`src/rtl/mem_test_ctrl.sv`:
```
// Memory test initiator: writes pattern^address across the whole memory, reads it back
// and counts mismatches; led shows a selected byte of the last word read.
module mem_test_ctrl #(
    parameter int unsigned ADDR_W   = 5,
    parameter int unsigned DATA_W   = 32,
    parameter int unsigned READ_LAT = 1
) (
    input  logic              clk,
    input  logic              rst_n,
    input  logic              start,
    input  logic [1:0]        mode,
    input  logic [1:0]        byte_sel,
    output logic [ADDR_W-1:0] mem_addr,
    output logic [DATA_W-1:0] mem_wdata,
    output logic              mem_we,
    output logic              mem_re,
    input  logic [DATA_W-1:0] mem_rdata,
    output logic              busy,
    output logic              done,
    output logic [ADDR_W:0]   err_cnt,
    output logic [7:0]        led
);
    localparam int unsigned       LatW     = $clog2(READ_LAT + 1);
    localparam logic [ADDR_W-1:0] LastAddr = {ADDR_W{1'b1}};
    localparam logic [LatW-1:0]   LatMax   = LatW'(READ_LAT);

    typedef enum logic [2:0] {
        StIdle,
        StWrite,
        StRead,
        StWait,
        StCheck,
        StDone
    } state_e;

    state_e              state_q;
    logic [1:0]          mode_q;
    logic [ADDR_W-1:0]   addr_q;
    logic [LatW-1:0]     lat_q;
    logic [DATA_W-1:0]   cap_q;

    // Pattern XOR address, so aliased addresses read back a wrong word.
    function automatic logic [DATA_W-1:0] expected(input logic [1:0] m,
                                                   input logic [ADDR_W-1:0] a);
        logic [31:0] p;
        case (m)
            2'b00:   p = 32'h1234_5678;
            2'b01:   p = 32'h8765_4321;
            2'b10:   p = 32'hFFFF_FFFF;
            default: p = 32'h0001_1000;
        endcase
        return DATA_W'(p) ^ DATA_W'(a);
    endfunction

    always_ff @(posedge clk or negedge rst_n) begin
        if (!rst_n) begin
            state_q   <= StIdle;
            mode_q    <= '0;
            addr_q    <= '0;
            lat_q     <= '0;
            cap_q     <= '0;
            mem_addr  <= '0;
            mem_wdata <= '0;
            mem_we    <= 1'b0;
            mem_re    <= 1'b0;
            busy      <= 1'b0;
            done      <= 1'b0;
            err_cnt   <= '0;
        end else begin
            unique case (state_q)
                StIdle, StDone: begin
                    if (start) begin
                        state_q   <= StWrite;
                        mode_q    <= mode;
                        addr_q    <= '0;
                        err_cnt   <= '0;
                        done      <= 1'b0;
                        busy      <= 1'b1;
                        mem_we    <= 1'b1;
                        mem_addr  <= '0;
                        mem_wdata <= expected(mode, '0);
                    end
                end
                StWrite: begin
                    if (addr_q == LastAddr) begin
                        state_q  <= StRead;
                        addr_q   <= '0;
                        mem_we   <= 1'b0;
                        mem_re   <= 1'b1;
                        mem_addr <= '0;
                    end else begin
                        addr_q    <= addr_q + 1'b1;
                        mem_addr  <= addr_q + 1'b1;
                        mem_wdata <= expected(mode_q, addr_q + 1'b1);
                    end
                end
                StRead: begin
                    mem_re  <= 1'b0;
                    lat_q   <= LatW'(1);
                    state_q <= StWait;
                end
                StWait: begin
                    // Capture on the edge where read data is valid for exactly this cycle.
                    if (lat_q == LatMax) begin
                        cap_q   <= mem_rdata;
                        state_q <= StCheck;
                        if (mem_rdata != expected(mode_q, addr_q)) begin
                            err_cnt <= err_cnt + 1'b1;
                        end
                    end else begin
                        lat_q <= lat_q + 1'b1;
                    end
                end
                StCheck: begin
                    if (addr_q == LastAddr) begin
                        state_q <= StDone;
                        done    <= 1'b1;
                        busy    <= 1'b0;
                    end else begin
                        addr_q   <= addr_q + 1'b1;
                        mem_addr <= addr_q + 1'b1;
                        mem_re   <= 1'b1;
                        state_q  <= StRead;
                    end
                end
                default: state_q <= StIdle;
            endcase
        end
    end

    always_comb begin
        led = 8'h00;
        case (byte_sel)
            2'b00:   led = cap_q[7:0];
            2'b01:   led = cap_q[15:8];
            2'b10:   led = cap_q[23:16];
            default: led = cap_q[31:24];
        endcase
    end

endmodule
```
`config.mk`:
```
export PLATFORM = sky130hd
export DESIGN_NAME = mem_test_ctrl
export DESIGN_NICKNAME = d
export VERILOG_FILES = /design/src/rtl/mem_test_ctrl.sv
export SDC_FILE = /design/constraint.sdc
export NUM_CORES = 1
export LEC_CHECK = 0
export CORE_MARGIN = 2
export CORE_UTILIZATION = 50
export DETAILED_ROUTE_END_ITERATION = 7
export GPL_ROUTABILITY_DRIVEN = 0
export GPL_TIMING_DRIVEN = 0
export PLACE_DENSITY = 0.88
export SKIP_LAST_GASP = 1
export SLEW_MARGIN = 20
export SYNTH_ARGS = -nofsm -noshare
export SYNTH_HDL_FRONTEND = slang
export SYNTH_SLANG_ARGS = --single-unit
```
`constraint.sdc`:
```
create_clock -name clk -period 3.8 [get_ports clk]
set_input_delay 0.38 -clock clk [delete_from_list [all_inputs] [get_ports clk]]
set_output_delay 0.38 -clock clk [all_outputs]
set_load 0.005 [all_outputs]
```
==> results.sh, run 1 <==
export IMPL_cts_root_buffer="clkbuf_8"
export IMPL_worst_path_buf_inv=2
export IMPL_vias=2983
export IMPL_clkTransAtPathRegs_ns=0.07
export IMPL_ff_latch_area_mm2=0.001602
export IMPL_layout_drive_gt1_share_pct=19.68
export IMPL_htree_levels=3
export IMPL_arrival_ns=3.20
export IMPL_slowest_stage="o41ai_4"
export IMPL_multi_input_area_mm2=0.001772
export IMPL_grt_setup_unrepaired="no"
export IMPL_sw_frac_of_total_pct=21.57
export IMPL_max_slew_margin_pct=54.13
export IMPL_power_leakage_nw=2.023
export IMPL_fmax_mhz=335.9
export IMPL_grt_max_degree=39
export IMPL_yosysSeqAreaShare_pct=44.34
export IMPL_fillerInstances=497
export IMPL_cts_buffers=9
export IMPL_place_hpwl_mm=6.825
export IMPL_num_antenna_cells=0
export IMPL_syn_instance_count=333
export IMPL_die_y_um=89.00
export IMPL_grtUsageTotal_pct=23.57
export IMPL_worstPathRequired_ns=4.03
export IMPL_pwr_density_cell_mw_per_mm2=305.8
export IMPL_die_x_um=89.00
export IMPL_fin_setup_tns_ns=0
export IMPL_synth_area_leaders="dfrtp_1, mux2_2, mux4_2"
export IMPL_clock_sinks=64
export IMPL_hold_violations=0
export IMPL_drtAntennaViolNets=0
export IMPL_synth_top_area_cell="dfrtp_1"
export IMPL_overflow=0
export IMPL_critPathLaunchType="register"
export IMPL_cts_setup_buffers=0
export IMPL_end_kind="register"
export IMPL_cap_violations=0
export IMPL_netlist_area_leader_share_pct=44.34
export IMPL_drt_wl_total_mm=9.040
export IMPL_fin_skew_ns=0.006449
export IMPL_cts_max_path_buffers=2
export IMPL_final_nets=488
export IMPL_dpl_worst_slack_ns=0.8683
export IMPL_drt_first_pass_iters=5
export IMPL_p_sw_uw=322.1
export IMPL_grt_pass1_vias=2921
export IMPL_start_util_pct=52.30
export IMPL_portBuffers=91
export IMPL_ir_drop_uv=182.8
export IMPL_antenna_found_initial=0
export IMPL_crit_path_max_fanout=10
export IMPL_core_mm2=0.006907
export IMPL_synth_seq_cells=64
export IMPL_rows=30
export IMPL_status="finished clean"
export IMPL_crit_chain="inv_1, ha_1, buf_2, nor2_1, o22ai_1, a2111o_1, o41ai_4, or2_2, o21ai_1"
export IMPL_post_dp_cell_area_mm2=0.004661
export IMPL_avgSynthCellArea_um2=10.85
export IMPL_syn_nets=384
export IMPL_finalCritPeriodShare_pct=78.34
export IMPL_syn_cell_area_mm2=0.003612
export IMPL_drc=0
export IMPL_cpPeakStageDelay_ns=0.58
export IMPL_worstHoldPathType="register to register"
export IMPL_synth_cell_type_count=43
export IMPL_intPower_mw=1.172
export IMPL_comb_power_share_pct=9.7
export IMPL_wl_per_cell_um=16.80
export IMPL_via_per_inst=5.545
export IMPL_fin_ws_ns=0.8232
export IMPL_slew_violations=0
export IMPL_final_area_mm2=0.004885
export IMPL_seqPwrFrac_pct=47.3
export IMPL_hold_ws_ns=0.4802
export IMPL_cts_tree="built"
export IMPL_crit_type="register to register"
export IMPL_io_pins=94
export IMPL_setup_violations=0
export IMPL_clk_latency_ns=0.34
export IMPL_tightest_slew_ns=0.6881
export IMPL_syn_to_final_growth_pct=35.23
export IMPL_yosys_warnings=0
export IMPL_power_share_clock_pct=42.9
export IMPL_period_minus_slack_ns=2.977
export IMPL_dr_first_iter_drc_count=195
export IMPL_grt_pass1_wl_mm=14.15
export IMPL_dieArea_mm2=0.007920
export IMPL_cp_top_family="compound AO/OA/AOI/OAI gates"
synthesized netlist by cell type:
library cell   n
nand2b_1       5
o21ai_0       17
and3_1         5
or2_2          2
nand4_1        5
a22o_1         5
clkbuf_1       9
mux2_2        38
buf_2          2
o211ai_1       1
o41ai_4        1
inv_1          7
and3b_1        1
or3_1          1
a21oi_1       22
or4b_1         1
nor3_1         2
o21ai_1        3
xor2_1         8
dfrtp_1       64
o221ai_1       1
buf_1          3
nor2_1        27
o31ai_1        2
o41ai_1        2
a2111o_1       1
or4_1          1
o22ai_1        3
nor2b_1        9
nand2_1       15
nor3b_1        1
mux4_2         8
mux2i_1        5
o2111ai_1      1
ha_1          12
a22oi_1        1
a32o_1         2
a2bb2oi_1      1
buf_4         21
and2_1         1
nor4_1         3
xnor2_1        6
nand3_1        8
through the flow:
stage          instances  util, %  power [mW]
2_1_floorplan        333        -      0.7693
3_3_place_gp         520    67.23      0.8567
3_5_place_dp         521    67.48      0.8645
4_1_cts              538    70.72       1.503
5_1_grt              538    70.72       1.546
6_report             538    70.72       1.494
path summary, 6_finish.rpt:
kind / from / to / slack [ns] / cells after the start
hold / removal: err_cnt[5] / err_cnt[5] / 0.48 / 1
setup reg to reg: mode_q[0] / err_cnt[3] / 0.82 / 9
setup / recovery: mode_q[0] / err_cnt[3] / 0.82 / 9
max in group asynchronous: rst_n / mem_wdata[30] / 2.78 / 3
hold reg to reg: err_cnt[5] / err_cnt[5] / 0.48 / 1
min in group asynchronous: rst_n / err_cnt[3] / 0.50 / 2
power by group through the flow:
stage | clock network (mW) | logic [mW] | registers, mW
2_1_floorplan | 0 | 0.0529 | 0.716
3_3_place_gp | 0 | 0.138 | 0.719
3_5_place_dp | 0 | 0.145 | 0.720
4_1_cts | 0.650 | 0.146 | 0.707
5_1_grt | 0.680 | 0.158 | 0.708
6_report | 0.641 | 0.145 | 0.707
layer usage:
metal | wire [um] | global-route usage [%] | share of wire (%)
met5 | 0 | 0 | 0
met1 | 3755 | 30.05 | 42
met2 | 4628 | 40.64 | 51
met3 | 502 | 3.416 | 5.6
met4 | 154 | 9.362 | 1.7
cell usage in the layout, fill, tap and decap left out, drive strengths merged, types with 2 or more instances in the layout:
master / n
clkdlybuf4s50: 90
dfrtp: 64
mux2: 38
buf: 28
nor2: 27
a21oi: 22
clkbuf: 22
o21ai: 20
nand2: 15
ha: 12
nor2b: 9
mux4: 8
nand3: 8
xor2: 8
inv: 7
xnor2: 6
and3: 5
nand2b: 5
nand4: 5
a22o: 5
mux2i: 5
nor4: 3
o22ai: 3
o41ai: 3
nor3: 2
or2: 2
o31ai: 2
a32o: 2
bufinv: 2
state kept, by name, indices dropped and copies added, names as in the netlist:
register / count
cap_q: 32
busy: 1
mem_re: 1
mem_wdata: 11
mode_q: 2
state_q: 3
done: 1
err_cnt: 6
addr_q: 5
lat_q: 1
mem_we: 1
kinds of logic after synthesis:
kind of cell / synth area share, %
xor gates and xnor gates: 3.395
DFF: 44.34
and+or+nand+nor: 12.05
adders and majority gates: 4.156
muxes: 18.22
buffers and inverters: 6.616
AOI/OAI and AO/OA: 11.22
cell type report:
type | instances | share of cell area (%)
inverter | 7 | 0.5379
clock inverter | 3 | 1.332
buffer | 35 | 4.355
multi-input combinational | 227 | 36.27
clock buffer | 13 | 3.048
timing repair buffer | 93 | 19.21
sequential | 64 | 32.79
tap | 96 | 2.459
what timing repair did:
action | in CTS | in global routing
hold buffers | 1 | 0
resized for setup | 0 | 0
endpoints found under the hold margin | 26 | 0
endpoints found under the setup margin | 0 | 0
Note: power is estimated with default switching activity, not from simulation.
==> run 2, diff against run 1 <==
--- a/config.mk
+++ b/config.mk
@@ -6,11 +6,11 @@
 export NUM_CORES = 1
 export LEC_CHECK = 0
 export CORE_MARGIN = 2
-export CORE_UTILIZATION = 50
+export CORE_UTILIZATION = 44
 export DETAILED_ROUTE_END_ITERATION = 7
 export GPL_ROUTABILITY_DRIVEN = 0
 export GPL_TIMING_DRIVEN = 0
-export PLACE_DENSITY = 0.88
+export PLACE_DENSITY = 0.82
 export SKIP_LAST_GASP = 1
 export SLEW_MARGIN = 20
 export SYNTH_ARGS = -nofsm -noshare
==> constraint.sdc (replaced) <==
create_clock -name clk -period 2.6 [get_ports clk]
set_input_delay 0.26 -clock clk [delete_from_list [all_inputs] [get_ports clk]]
set_output_delay 0.26 -clock clk [all_outputs]
set_load 0.005 [all_outputs]
==> run 2 against run 1 <==
  * Clock power increased by 54%
  * Via count decreased by 0.34%
  * Clock-buffer cell count decreased by 2
  * Critical endpoint is now err_cnt[5]
  * Largest power group unchanged
  * Highest routed layer unchanged
==> results.sh, run 2 (synthesized netlist as in run 1, its figures left out) <==
export IMPL_status="finished clean"
export IMPL_fin_skew_ns=0.007580
export IMPL_arrival_ns=2.78
export IMPL_clock_sinks=64
export IMPL_crit_path_max_fanout=7
export IMPL_core_mm2=0.008093
export IMPL_drt_wl_total_mm=9.114
export IMPL_worstPathRequired_ns=2.83
export IMPL_start_util_pct=44.64
export IMPL_fin_cells=554
export IMPL_syn_to_final_growth_pct=38.48
export IMPL_dr_first_iter_drc_count=156
export IMPL_final_area_mm2=0.005002
export IMPL_grtUsageTotal_pct=20.81
export IMPL_grt_pass1_vias=2963
export IMPL_final_cell_mix="clkdlybuf4s50_1, dfrtp_1, mux2_2"
export IMPL_cpPeakStageDelay_ns=0.47
export IMPL_grt_pass1_wl_mm=14.15
export IMPL_layout_commonest_cell="clkdlybuf4s50_1"
export IMPL_io_pins=94
export IMPL_drtAntennaViolNets=0
export IMPL_htree_levels=3
export IMPL_post_dp_cell_area_mm2=0.004679
export IMPL_worstHoldPathType="primary input to asynchronous set/reset pin"
export IMPL_clkTransAtPathRegs_ns=0.08
export IMPL_rows=33
export IMPL_ir_drop_uv=200.3
export IMPL_fillerInstances=650
export IMPL_largest_registers="cap_q: 32 flops, mem_wdata: 11 flops, err_cnt: 6 flops"
export IMPL_max_slew_margin_pct=53.21
export IMPL_portBuffers=91
export IMPL_top_register="cap_q"
export IMPL_vias=2973
export IMPL_tightest_slew_ns=0.7019
export IMPL_wl_per_cell_um=16.45
export IMPL_grt_max_degree=50
export IMPL_final_nets=495
export IMPL_power_leakage_nw=2.078
export IMPL_cts_buffers=9
export IMPL_cts_root_buffer="clkbuf_8"
export IMPL_slowest_stage="or4b_1"
export IMPL_pwr_density_cell_mw_per_mm2=446.5
export IMPL_dieArea_mm2=0.008950
export IMPL_setup_violations=0
export IMPL_period_minus_slack_ns=2.551
export IMPL_num_antenna_cells=0
export IMPL_largest_reg_flops=32
export IMPL_cts_max_path_buffers=2
export IMPL_antenna_found_initial=0
export IMPL_hold_ws_ns=0.3176
export IMPL_finalCritPeriodShare_pct=98.11
export IMPL_die_x_um=94.61
export IMPL_clk_latency_ns=0.35
export IMPL_drc=0
export IMPL_grt_setup_unrepaired="yes"
export IMPL_fin_ws_ns=0.04911
export IMPL_place_hpwl_mm=6.627
export IMPL_drt_first_pass_iters=4
export IMPL_fmax_mhz=392.0
export IMPL_crit_chain="inv_2, ha_1, buf_6, nor2_4, or4b_1, a22o_1, o41ai_4, buf_6, or2_2, o31ai_1"
export IMPL_final_util_pct=61.81
export IMPL_hold_violations=0
export IMPL_dp_cells=530
export IMPL_cts_tree="built"
export IMPL_die_y_um=94.61
export IMPL_dpl_worst_slack_ns=-0.2820
export IMPL_overflow=0
export IMPL_crit_type="register to register"
export IMPL_via_per_inst=5.366
export IMPL_worst_path_most_repeated_cell="buf_6"
export IMPL_layout_drive_gt1_share_pct=22.94
export IMPL_critPathLaunchType="register"
export IMPL_slew_violations=0
export IMPL_cap_violations=0
export IMPL_end_kind="register"
-- run 2: final cells by class --
type | count | area [um^2] | share of cell area [%]
multi-input combinational | 227 | 1790 | 35.79
inverter | 7 | 26.28 | 0.5253
buffer | 35 | 222.7 | 4.452
timing repair buffer | 100 | 999.7 | 19.98
sequential | 64 | 1602 | 32.02
clock buffer | 11 | 151.4 | 3.027
tap | 105 | 131.4 | 2.626
clock inverter | 5 | 78.83 | 1.576
-- run 2: metrics by stage --
stage / power (mW) / setup TNS, ns
4_1_cts: 2.256 / 0
5_1_grt: 2.311 / -0.05535
2_1_floorplan: 1.124 / 0
3_5_place_dp: 1.266 / -1.826
6_report: 2.234 / 0
3_3_place_gp: 1.254 / -54.15
-- run 2: critical path: cells and delay by family, from the launching register on --
kind | cells | cell delay, ns
DFF | 1 | 0.42
buffers and inverters | 3 | 0.40
adders and majority gates | 1 | 0.16
and+or+nand+nor | 3 | 0.68
AOI/OAI and AO/OA | 3 | 0.76
-- run 2: worst paths after layout --
check	start	to	slack [ns]	cells past startpoint
min in group clk	err_cnt[5]	err_cnt[5]	0.49	1
setup / recovery	mode_q[0]	err_cnt[5]	0.05	10
max in group asynchronous	rst_n	cap_q[28]	1.76	3
hold / removal	rst_n	err_cnt[3]	0.32	2
hold reg to reg	err_cnt[5]	err_cnt[5]	0.49	1
setup reg to reg	mode_q[0]	err_cnt[5]	0.05	10
-- run 2: per-layer routing --
metal  vias up  part of all wire, %  global-route usage (%)
met2        86                   52                   34.99
met4         0                  1.7                   9.541
met5         -                    0                       0
met3        14                  4.7                   4.469
li1       1404                    -                       -
met1      1469                   42                   25.59
-- run 2: what timing repair did --
action / in CTS / in global routing
endpoints found under the setup margin: 12 / 7
hold buffers: 1 / 0
setup buffers: 2 / 4
cloned: 0 / 1
pin swaps: 2 / 2
hold endpoints to repair: 15 / 0
resized for setup: 4 / 9
-- run 2: power by group --
part | total [mW] | internal (mW) | leakage, nW | switching, mW
clock network | 0.984 | 0.590 | 0.119 | 0.393
registers | 1.03 | 1.02 | 0.748 | 0.0122
logic | 0.217 | 0.127 | 1.21 | 0.0902
==> run 3, diff against run 2 <==
--- a/config.mk
+++ b/config.mk
@@ -5,8 +5,10 @@
 export SDC_FILE = /design/constraint.sdc
 export NUM_CORES = 1
 export LEC_CHECK = 0
+export CORE_ASPECT_RATIO = 0.7
 export CORE_MARGIN = 2
 export CORE_UTILIZATION = 44
+export CTS_CLUSTER_SIZE = 16
 export DETAILED_ROUTE_END_ITERATION = 7
 export GPL_ROUTABILITY_DRIVEN = 0
 export GPL_TIMING_DRIVEN = 0
==> run 3 against run 2 <==
  * Non-clock buffer count shrank 3
  * Largest cell class unchanged
  * Core utilization grew 2.6 points
  * Clock power grew 43%
  * Wire length grew 2.7%
  * Sequential power is essentially flat
  * Via count grew 0.47%
  * Critical path depth is the same
  * Clock-buffer cell count shrank 1
  * Total power grew 19%
  * Fmax grew 2.9%
  * Flip-flop and latch count is the same
  * Die area grew 0.13%
  * Critical path type unchanged
==> results.sh, run 3 (synthesized netlist as in run 1, its figures left out) <==
export IMPL_htree_levels=3
export IMPL_rows=27
export IMPL_pwr_density_cell_mw_per_mm2=521.6
export IMPL_syn_to_final_growth_pct=41.05
export IMPL_clock_sinks=64
export IMPL_place_hpwl_mm=6.934
export IMPL_io_pins=94
export IMPL_dieArea_mm2=0.008962
export IMPL_fmax_mhz=403.2
export IMPL_crit_path_max_fanout=10
export IMPL_p_total_mw=2.657
export IMPL_power_leakage_nw=2.109
export IMPL_slowest_stage="or4b_1"
export IMPL_die_x_um=112.3
export IMPL_slew_violations=0
export IMPL_arrival_ns=2.69
export IMPL_clk_latency_ns=0.33
export IMPL_grt_max_degree=39
export IMPL_drc=0
export IMPL_crit_chain="inv_1, ha_1, buf_6, nor2_4, or4b_1, a22o_1, o41ai_4, buf_4, or2_2, o31ai_1"
export IMPL_crit_start="mode_q[0]"
export IMPL_tightest_slew_ns=0.7541
export IMPL_top_register="cap_q"
export IMPL_cts_tree="built"
export IMPL_grtUsageTotal_pct=22.07
export IMPL_layout_commonest_cell="clkdlybuf4s50_1"
export IMPL_cts_buffers=9
export IMPL_clkTransAtPathRegs_ns=0.06
export IMPL_cpPeakStageDelay_ns=0.46
export IMPL_critPathLaunchType="register"
export IMPL_final_cell_mix="clkdlybuf4s50_1, dfrtp_1, mux2_2"
export IMPL_portBuffers=91
export IMPL_fin_ws_ns=0.1199
export IMPL_final_nets=492
export IMPL_setup_violations=0
export IMPL_ir_drop_uv=404.4
export IMPL_die_y_um=79.81
export IMPL_core_mm2=0.007905
export IMPL_r2r_start="mode_q[0]"
export IMPL_vias=2987
export IMPL_start_util_pct=45.69
export IMPL_fillerInstances=615
export IMPL_worstPathRequired_ns=2.81
export IMPL_period_minus_slack_ns=2.480
export IMPL_largest_registers="cap_q: 32 flops, mem_wdata: 11 flops, err_cnt: 6 flops"
export IMPL_overflow=0
export IMPL_dr_first_iter_drc_count=142
export IMPL_cap_violations=0
export IMPL_max_slew_margin_pct=49.73
export IMPL_wl_per_cell_um=17.12
export IMPL_antenna_found_initial=0
export IMPL_crit_type="register to register"
export IMPL_hold_violations=0
export IMPL_end_kind="register"
export IMPL_grt_pass1_wl_mm=15.42
export IMPL_cts_max_path_buffers=2
export IMPL_via_per_inst=5.461
export IMPL_worstHoldPathType="primary input to asynchronous set/reset pin"
export IMPL_cts_root_buffer="clkbuf_16"
export IMPL_finalCritPeriodShare_pct=95.39
export IMPL_drt_wl_total_mm=9.363
export IMPL_cp_top_family="simple AND/OR/NAND/NOR gates"
export IMPL_status="finished clean"
export IMPL_fin_skew_ns=0.006426
export IMPL_grt_pass1_vias=3000
export IMPL_worst_path_buf_inv=3
export IMPL_final_area_mm2=0.005095
export IMPL_layout_drive_gt1_share_pct=22.65
export IMPL_hold_ws_ns=0.3856
export IMPL_num_antenna_cells=0
export IMPL_drt_first_pass_iters=5
export IMPL_drtAntennaViolNets=0
export IMPL_dpl_worst_slack_ns=-0.2952
export IMPL_post_dp_cell_area_mm2=0.004667
export IMPL_largest_reg_flops=32
-- run 3: repair_timing --
| item | in CTS | in global routing |
|---|---|---|
| hold buffers | 1 | 0 |
| buffers inserted | 3 | 2 |
| setup endpoints to repair | 12 | 15 |
| endpoints found under the hold margin | 26 | 0 |
| pin swaps | 2 | 0 |
| gates resized for setup | 4 | 7 |
-- run 3: final timing paths --
kind                       slack (ns)  cells past startpoint         end
setup / recovery                 0.12                     10  err_cnt[5]
hold / removal                   0.39                      2      mem_re
setup reg to reg                 0.12                     10  err_cnt[5]
hold reg to reg                  0.47                      1  err_cnt[5]
max in group asynchronous        1.69                      3    cap_q[2]
min in group clk                 0.47                      1  err_cnt[5]
-- run 3: layer usage --
metal  part of all wire, %  track usage (%)  wire length, um
met4                  0.79            4.634               74
met5                     0                0                0
met2                    48            35.66             4464
met1                    43            29.04             4040
met3                   8.4            7.669              783
-- run 3: layout make-up --
cell class,instances,area [um^2],area share [%]
Buffer,34,216.5,4.249
Clock buffer,10,239.0,4.691
Clock inverter,6,113.9,2.235
Inverter,7,26.28,0.5157
Multi-Input combinational cell,227,1795,35.24
Sequential cell,64,1602,31.43
Tap cell,101,126.4,2.480
Timing Repair Buffer,98,975.9,19.16
-- run 3: report_power, final --
group / leakage (nW) / total [mW] / switching [mW] / internal (mW)
Sequential: 0.748 / 1.04 / 0.0131 / 1.02
Combinational: 1.20 / 0.216 / 0.0908 / 0.126
Clock: 0.165 / 1.41 / 0.441 / 0.965
Total: 2.11 / 2.66 / 0.545 / 2.11
-- run 3: stage by stage --
stage          setup TNS (ns)  cells  utilization (%)
3_5_place_dp           -1.844    526            59.04
4_1_cts                     0    546            64.02
5_1_grt              -0.02196    547            64.45
6_report                    0    547            64.45
2_1_floorplan               0    333                -
3_3_place_gp           -55.62    525            58.82
